===== src/rtl/posit_pkg.sv =====
// Shared posit geometry, special encodings and helpers
// for the posit packing back end.
package posit_pkg;

  function automatic int log2(input int v);
    int r;
    r = 0;
    for (int i = 0; i < 31; i++)
      if ((1 << i) < v) r = i + 1;
    return r;
  endfunction

  localparam int N  = 8;
  localparam int ES = 2;
  localparam int FW = 8;
  localparam int BS = log2(N);
  localparam int SW = BS + ES + 2;
  localparam int BW = 2 * N + FW;

  localparam logic [N-1:0] NAR    = {1'b1, {(N-1){1'b0}}};
  localparam logic [N-1:0] ZERO   = '0;
  localparam logic [N-1:0] MAXPOS = {1'b0, {(N-1){1'b1}}};
  localparam logic [N-1:0] MINPOS = N'(1);

endpackage


===== src/rtl/posit_regime_build.sv =====
// Stage-1 combinational logic: scale to saturation flags
// and a left-aligned {regime, exponent, fraction} body.
module posit_regime_build
  import posit_pkg::*;
(
  input  logic signed [SW-1:0] scale,
  input  logic [FW-1:0]        frac,
  output logic                 sat_max,
  output logic                 sat_min,
  output logic [BW-1:0]        body
);

  localparam int PAD = BW - 1 - ES - FW;
  localparam logic signed [SW-1:0] SAT = SW'((N - 2) << ES);

  logic signed [SW-1:0] k;
  logic [SW-1:0]        amt;
  logic [BW-1:0]        tail;

  always_comb begin
    k       = scale >>> ES;
    sat_max = scale > SAT;
    sat_min = scale < -SAT;
    tail    = {1'b1, scale[ES-1:0], frac, {PAD{1'b0}}};
    // negative k: -k zeros then the terminating one (tail MSB)
    if (k[SW-1]) begin
      amt  = -k;
      body = tail >> amt;
    end else begin
      amt  = k + SW'(1);
      body = ~({BW{1'b1}} >> amt)
           | ({1'b0, tail[BW-2:0]} >> amt);
    end
  end

endmodule


===== src/rtl/posit_encoder.sv =====
// Two-stage valid/ready posit packer: regime build,
// then round-to-nearest-even with saturation and sign.
module posit_encoder
  import posit_pkg::*;
(
  input  logic                 clk,
  input  logic                 rst,
  input  logic                 in_valid,
  output logic                 in_ready,
  input  logic                 in_sign,
  input  logic                 in_zero,
  input  logic                 in_nar,
  input  logic signed [SW-1:0] in_scale,
  input  logic [FW-1:0]        in_frac,
  input  logic                 in_sticky,
  output logic                 out_valid,
  input  logic                 out_ready,
  output logic [N-1:0]         out_posit
);

  logic          s1_valid, s2_valid;
  logic          s1_sign, s1_zero, s1_nar;
  logic          s1_max, s1_min, s1_sticky;
  logic [BW-1:0] s1_body;

  logic          sat_max, sat_min;
  logic [BW-1:0] body;
  logic          adv1, adv2;

  logic [N-2:0]  mag, mag_r;
  logic          guard, stk;
  logic [N-1:0]  sum, word;

  assign adv2      = out_ready | ~s2_valid;
  assign adv1      = adv2 | ~s1_valid;
  assign in_ready  = adv1;
  assign out_valid = s2_valid;

  posit_regime_build u_regime (
    .scale   (in_scale),
    .frac    (in_frac),
    .sat_max (sat_max),
    .sat_min (sat_min),
    .body    (body)
  );

  always_ff @(posedge clk or posedge rst) begin
    if (rst) begin
      s1_valid  <= 1'b0;
      s2_valid  <= 1'b0;
      out_posit <= ZERO;
    end else begin
      if (adv1) s1_valid <= in_valid;
      if (adv2) s2_valid <= s1_valid;
      if (adv2 && s1_valid) out_posit <= word;
    end
  end

  always_ff @(posedge clk) begin
    if (adv1 && in_valid) begin
      s1_sign   <= in_sign;
      s1_zero   <= in_zero;
      s1_nar    <= in_nar;
      s1_max    <= sat_max;
      s1_min    <= sat_min;
      s1_sticky <= in_sticky;
      s1_body   <= body;
    end
  end

  always_comb begin
    mag   = s1_body[BW-1 -: N-1];
    guard = s1_body[BW-N];
    stk   = (|s1_body[BW-N-1:0]) | s1_sticky;
    sum   = {1'b0, mag} + N'(guard & (stk | mag[0]));
    mag_r = sum[N-1] ? MAXPOS[N-2:0] : sum[N-2:0];
    // a nonzero value never packs to zero
    if (mag_r == '0) mag_r = MINPOS[N-2:0];
    if (s1_max) mag_r = MAXPOS[N-2:0];
    if (s1_min) mag_r = MINPOS[N-2:0];
    word = s1_sign ? -{1'b0, mag_r} : {1'b0, mag_r};
    if (s1_zero) word = ZERO;
    if (s1_nar) word = NAR;
  end

endmodule


===== config.mk =====
export PLATFORM = sky130hd
export DESIGN_NAME = posit_encoder
export DESIGN_NICKNAME = d
export VERILOG_FILES = /design/src/rtl/posit_pkg.sv /design/src/rtl/posit_regime_build.sv /design/src/rtl/posit_encoder.sv
export SDC_FILE = /design/constraint.sdc
export NUM_CORES = 1
export LEC_CHECK = 0
export ABC_CLOCK_PERIOD_IN_PS = 2500
export CAP_MARGIN = 5
export CORE_MARGIN = 2
export CORE_UTILIZATION = 54
export CTS_CLUSTER_DIAMETER = 80
export DETAILED_ROUTE_END_ITERATION = 6
export PLACE_DENSITY = 0.77
export SYNTH_ARGS = -nofsm -noshare
export SYNTH_HDL_FRONTEND = slang
export SYNTH_HIERARCHICAL = 1
export SYNTH_SLANG_ARGS = --single-unit

===== constraint.sdc =====
create_clock -name clk -period 2.5 [get_ports clk]
set_input_delay 0.375 -clock clk [delete_from_list [all_inputs] [get_ports clk]]
set_output_delay 0.375 -clock clk [all_outputs]
set_load 0.005 [all_outputs]

# Word level (Yosys, flattened, before mapping)

Index checks and enable logic that the tools add are counted.

Flip-flop bits (word level): 40
Latch bits: 0
Memory bits (writable): 0
Memory bits (read-only): 0
Bits of input ports: 23
Output and inout bits: 10
Logic and storage cells: 40
Memories kept: 0

$add $sub $neg: 4
$mul: 0
Divide/modulo/power cells: 0
$lt $le $gt $ge: 2
Equal/unequal tests: 0
Shifts and indexed selects: 3
Multiplexer cells: 8
Bitwise operators: 9
Reduce and logical (&&, ||, !) cells: 4

Operators by type and width:

| operator                                                                      | number |
|---|---|
| 7-bit two-way mux                                                             | 4 |
| 24-bit two-way mux                                                            | 1 |
| 8-bit two-way mux                                                             | 3 |
| 24-bit NOT                                                                    | 1 |
| 24-bit bitwise OR                                                             | 1 |
| 23-bit by 7-bit >> shifter with 24-bit output                                 | 1 |
| 24-bit by 7-bit >> shifter with 24-bit output                                 | 1 |
| 24-bit by 7-bit >> shifter with 24-bit output (first input constant)          | 1 |
| 16-bit OR reduction                                                           | 1 |
| 7-bit by 1-bit adder with 8-bit output                                        | 1 |
| 7-bit negator with 8-bit output                                               | 1 |
| 7-bit by 6-bit > comparator with 1-bit output (second input constant)         | 1 |
| 7-bit logical NOT                                                             | 1 |
| 7-bit by 6-bit less-than comparator with 1-bit output (second input constant) | 1 |
| 5-bit negator with 7-bit output                                               | 1 |
| 5-bit by 2-bit adder with 6-bit output (second input constant)                | 1 |
| 1-bit bitwise OR                                                              | 4 |
| 1-bit logical AND                                                             | 2 |
| 1-bit NOT                                                                     | 2 |
| 1-bit AND                                                                     | 1 |

# Depth between registers and ports, before layout

Depth in word-level cells: 14
Gate-level depth with buffers: 13
Mapped depth without buffers: 12

# Hierarchy

Netlist, hierarchy kept.

Modules (own cells, without submodules):

| module             | times used | cells each | area an instance (sq um) | sequential area each (sq um) |
|---|---|---|---|---|
| posit_regime_build | 1          | 295        | 2,088.3                  | 0.0 |
| posit_encoder      | 1          | 143        | 1,776.7                  | 1,151.1 |

# Worst setup path before layout

OpenSTA, ideal clock, no wires.

Path kind: input port to flip-flop
Start point: input in_scale[2]
End point: register s1_body[12], data pin
Data arrival time: 2.712 ns
Data required time: 2.231 ns
Path slack: -0.481 ns
Stages: 12
Buffers on the path: 5
Cell sequence: buf_2 buf_6 clkinv_1 buf_2 ha_1 buf_6 buf_6 mux2_2 mux4_2 o21ai_1 a31o_2 o221ai_2

Longest elaborated chain between the ends: 5

RTL lines:

| item                                          | line                     | source |
|---|---|---|
| from (decl)                                   | posit_encoder.sv:13      | `input logic signed [SW-1:0] in_scale,` |
| 5-bit by 2-bit adder with 6-bit output        | posit_regime_build.sv:30 | `amt = k + SW'(1);` |
| 24-bit by 7-bit >> shifter with 24-bit output | posit_regime_build.sv:31 | `body = ~({BW{1'b1}} >> amt)` |
| 24-bit NOT                                    | posit_regime_build.sv:31 |  |
| 24-bit bitwise OR                             | posit_regime_build.sv:32 | `\| ({1'b0, tail[BW-2:0]} >> amt);` |
| 24-bit two-way mux *                          | posit_regime_build.sv:26 | `if (k[SW-1]) begin` |
| named net body[12]                            | posit_encoder.sv:27      | `logic [BW-1:0] body;` |
| to (signal assigned)                          | posit_encoder.sv:67      | `s1_body <= body;` |
| to (decl)                                     | posit_encoder.sv:24      | `logic [BW-1:0] s1_body;` |

The timed path passes the listed nets; every way through them passes the cells marked *.
A chain may end at the register's enable or synchronous reset.

# Worst setup path after layout

Start point: input in_scale[3]
End point: register s1_body[14], data pin

The elaborated chain is that of the path after synthesis.

==> summary.txt <==
Global route
  • Grt met2 use: 0.635
  • Congestion Overflow GR: 0
  • GRT Total Usage: 0.360
  • Largest net degree at the start of global routing: 31
  • Number of global-route vias before repair: 4058
  • GRT Max-Usage Layer: met2
  • M1 GR Usage: 0.426
  • Initial antenna violation count: 0
  • M3 GR Usage: 0.0466
  • First-pass GRT wire length: 21100 um

Die
  • Die Area: 7850 um2
  • Cell Rows: 30
  • Core region area: 6870 um2
  • Die Y: 88.6 um
  • Die X-Extent: 88.6 um
  • Initial Util: 0.563
  • Top-Level Pins: 33

Synthesis
  • Synth top area cells: edfxtp_1 23%, dfrtp_1 6.5%, mux2i_1 5.2%
  • Main flop type after synthesis: edfxtp_1
  • Sequential share of the synthesized area: 0.298
  • Largest area contributor in the netlist: edfxtp_1
  • Syn nets: 466
  • Average size of a mapped cell: 8.82 um2
  • Synth top area share: 0.233
  • Synth cell types: 77
  • Syn. warnings: 6
  • Post-synthesis async set-or-reset flop share: 0.250
  • Post-synth EDFFs: 30
  • Post-synth design cell area: 3860 um2
  • Mapped Cells: 438
  • Yosys reg bits: 40

Timing
  • Min Tclk post-route: 2.39 ns
  • Unrepaired setup endpoints after global routing: no
  • Slew margin rel.: 0.626
  • Final setup violation count: 0
  • Worst slew pin tran: 0.555 ns
  • Setup Skew: 0.00761 ns
  • Slew Viols, Final: 0
  • Final Hold Vio Count: 0
  • Achievable Freq: 418 MHz
  • Fin Setup TNS: 0 ns
  • Fin crit share: 0.957

Worst setup path
  • CP Class: primary input to flip-flop
  • CP max-delay cell: ha_4
  • CP arrival: 2.39 ns
  • Crit path max fanout: 7
  • Critical path endpoint category: flip-flop
  • R2r setup slk: 0.13 ns
  • Reg2reg path depth: 11
  • CP most frequent cell: buf_4
  • R2R Path Start: s1_body[17]
  • Reg-to-Reg End: out_posit[4]
  • Crit-path cells: dlygate4sd2_1, inv_2, ha_4, buf_4, buf_4, mux2i_1, buf_4, mux4_2, o21ai_0, o311ai_1, o221ai_1
  • Startpoint Class: primary input
  • CP Data Required Time: 2.50 ns
  • CP peak stage delay: 0.30 ns

Detailed routing
  • DR iter-0 viols: 402
  • DR vias/cell: 6.46
  • Final ANT Viol Nets: 0
  • Detailed-route DRC error count: 0
  • Routed WL per cell: 21.0 um
  • WL final: 13700 um
  • Routed vias: 4212
  • TritonRoute pass-1 iters: 5

Clocking
  • Hold-fix buffer count after cts: 0
  • Longest Clk Path Bufs: 2
  • CTS tree: done
  • TritonCTS Sinks: 40
  • TritonCTS Buffers: 5
  • Clock Root Buffer: clkbuf_8
  • Worst-skew pair later-pin latency: 0.29 ns
  • Max H-tree Level: 2
  • Clock slew at reported path FFs: 0.08 ns

Worst hold path
  • Worst hold path type: primary input to asynchronous set/reset pin

Power
  • Pwr per Cell Area: 456 nW/um2
  • Pleak: 2.04 nW
  • Maximum VDD drop: 0.294 mV

Layout
  • Fin area: 5200 um2
  • Area grow syn2layout: 34.5%
  • ANT cells: 0
  • Fraction of layout instances using a drive strength above 1: 0.317
  • Commonest non-fill, non-tap cell in the layout: buf_4
  • Most frequent cells in the layout: 107 x buf_4, 38 x nand2_1, 31 x nor2_1
  • Nets: 583

Placement
  • DP HPWL: 10800 um
  • Number of port buffers: 32
  • DP Area: 4940 um2
  • Final GP Congestion: 1.01

Outcome
  • Outcome: finished, final reports clean

Job
  • Max_cap viols: 0
layer usage:
metal	vias to the layer above	routed length, um
met5	-	0
met4	0	751
met3	59	953
met2	233	6770
met1	2002	5220
li1	1918	-
cell usage after synthesis, types with 4 or more instances:
cell type / number
nand2_1: 38
a21oi_1: 22
a21o_1: 4
nor3_1: 16
a22oi_1: 4
nor2_1: 33
mux4_2: 6
mux2_2: 9
o211ai_1: 11
nand2b_1: 5
inv_1: 11
o21ai_0: 25
and3_1: 6
a31oi_1: 5
buf_2: 16
o221ai_1: 6
mux2i_1: 20
ha_1: 5
edfxtp_1: 30
or3_1: 5
o22ai_1: 6
dfrtp_1: 10
o31ai_1: 4
o21a_1: 5
clkbuf_1: 8
o21ai_1: 4
a211oi_1: 4
buf_6: 5
xor2_1: 5
and2_1: 8
nand4_1: 9
xnor2_1: 8
nand3_1: 18
power breakdown:
part / switching (mW) / internal (mW) / total (mW)
logic: 0.523 / 0.481 / 1.00
clock network: 0.232 / 0.301 / 0.533
registers: 0.0441 / 0.793 / 0.837
total: 0.799 / 1.57 / 2.37
sequential cells by signal, summed over array words and instances (netlist names):
name and count:
s1_nar 1, out_valid 1, s1_body 24, s1_sign 1, s1_zero 1, s1_sticky 1, s1_min 1, out_posit 8
s1_max 1, s1_valid 1
cell type report:
class                      instances  area [um2]
timing repair buffer             142        1160
sequential                        40        1150
inverter                          12        57.6
clock buffer                       5        68.8
multi-input combinational        354        2600
clock inverter                     3        46.3
tap                               96         120
fill                             526        1670
how the worst max path moves through the flow:
stage / to / cells after the start / start
final: s1_body[14] / 11 / in_scale[3]
after global routing: out_posit[4] / 11 / s1_body[17]
after CTS: out_posit[4] / 11 / s1_body[17]
after detailed placement: s1_body[14] / 9 / in_scale[3]
after global placement: s1_body[14] / 9 / in_scale[3]
after floorplan: s1_body[12] / 12 / in_scale[2]
cell families after synthesis:
logic type | share of synthesized area
AOI/OAI and AO/OA | 0.263
xor gates and xnor gates | 0.0379
adders and majority gates | 0.0162
buffers and inverters | 0.0599
DFF | 0.298
muxes | 0.113
and+or+nand+nor | 0.212
repair_timing:
action                                  4_1_cts  5_1_grt
pin swaps                                     4        2
gates cloned                                  0        0
gates resized for setup                      28        7
setup buffers                                 5        0
endpoints found under the setup margin       15        4
worst max-delay path: cells and delay by family:
| kind | cells | cell delay, ns |
|---|---|---|
| fa+ha+maj | 1 | 0.30 |
| mux | 2 | 0.50 |
| buf+inv | 5 | 0.71 |
| compound gates | 3 | 0.50 |
metrics by stage:
| stage | cells | power (mW) | worst slack, ns | hold slack, ns | utilization |
|---|---|---|---|---|---|
| finish | 652 | 2.37 | 0.109 | 0.378 | 0.757 |
| floorplan | 438 | 1.35 | -0.131 | 0.215 | - |
| global placement | 639 | 1.76 | -0.482 | 0.467 | 0.720 |
| global route | 652 | 2.47 | 0.0173 | 0.396 | 0.757 |
| detailed placement | 639 | 1.78 | -0.578 | 0.480 | 0.720 |
| CTS | 652 | 2.34 | 0.00116 | 0.368 | 0.754 |
(Power assumes the default switching activity.)
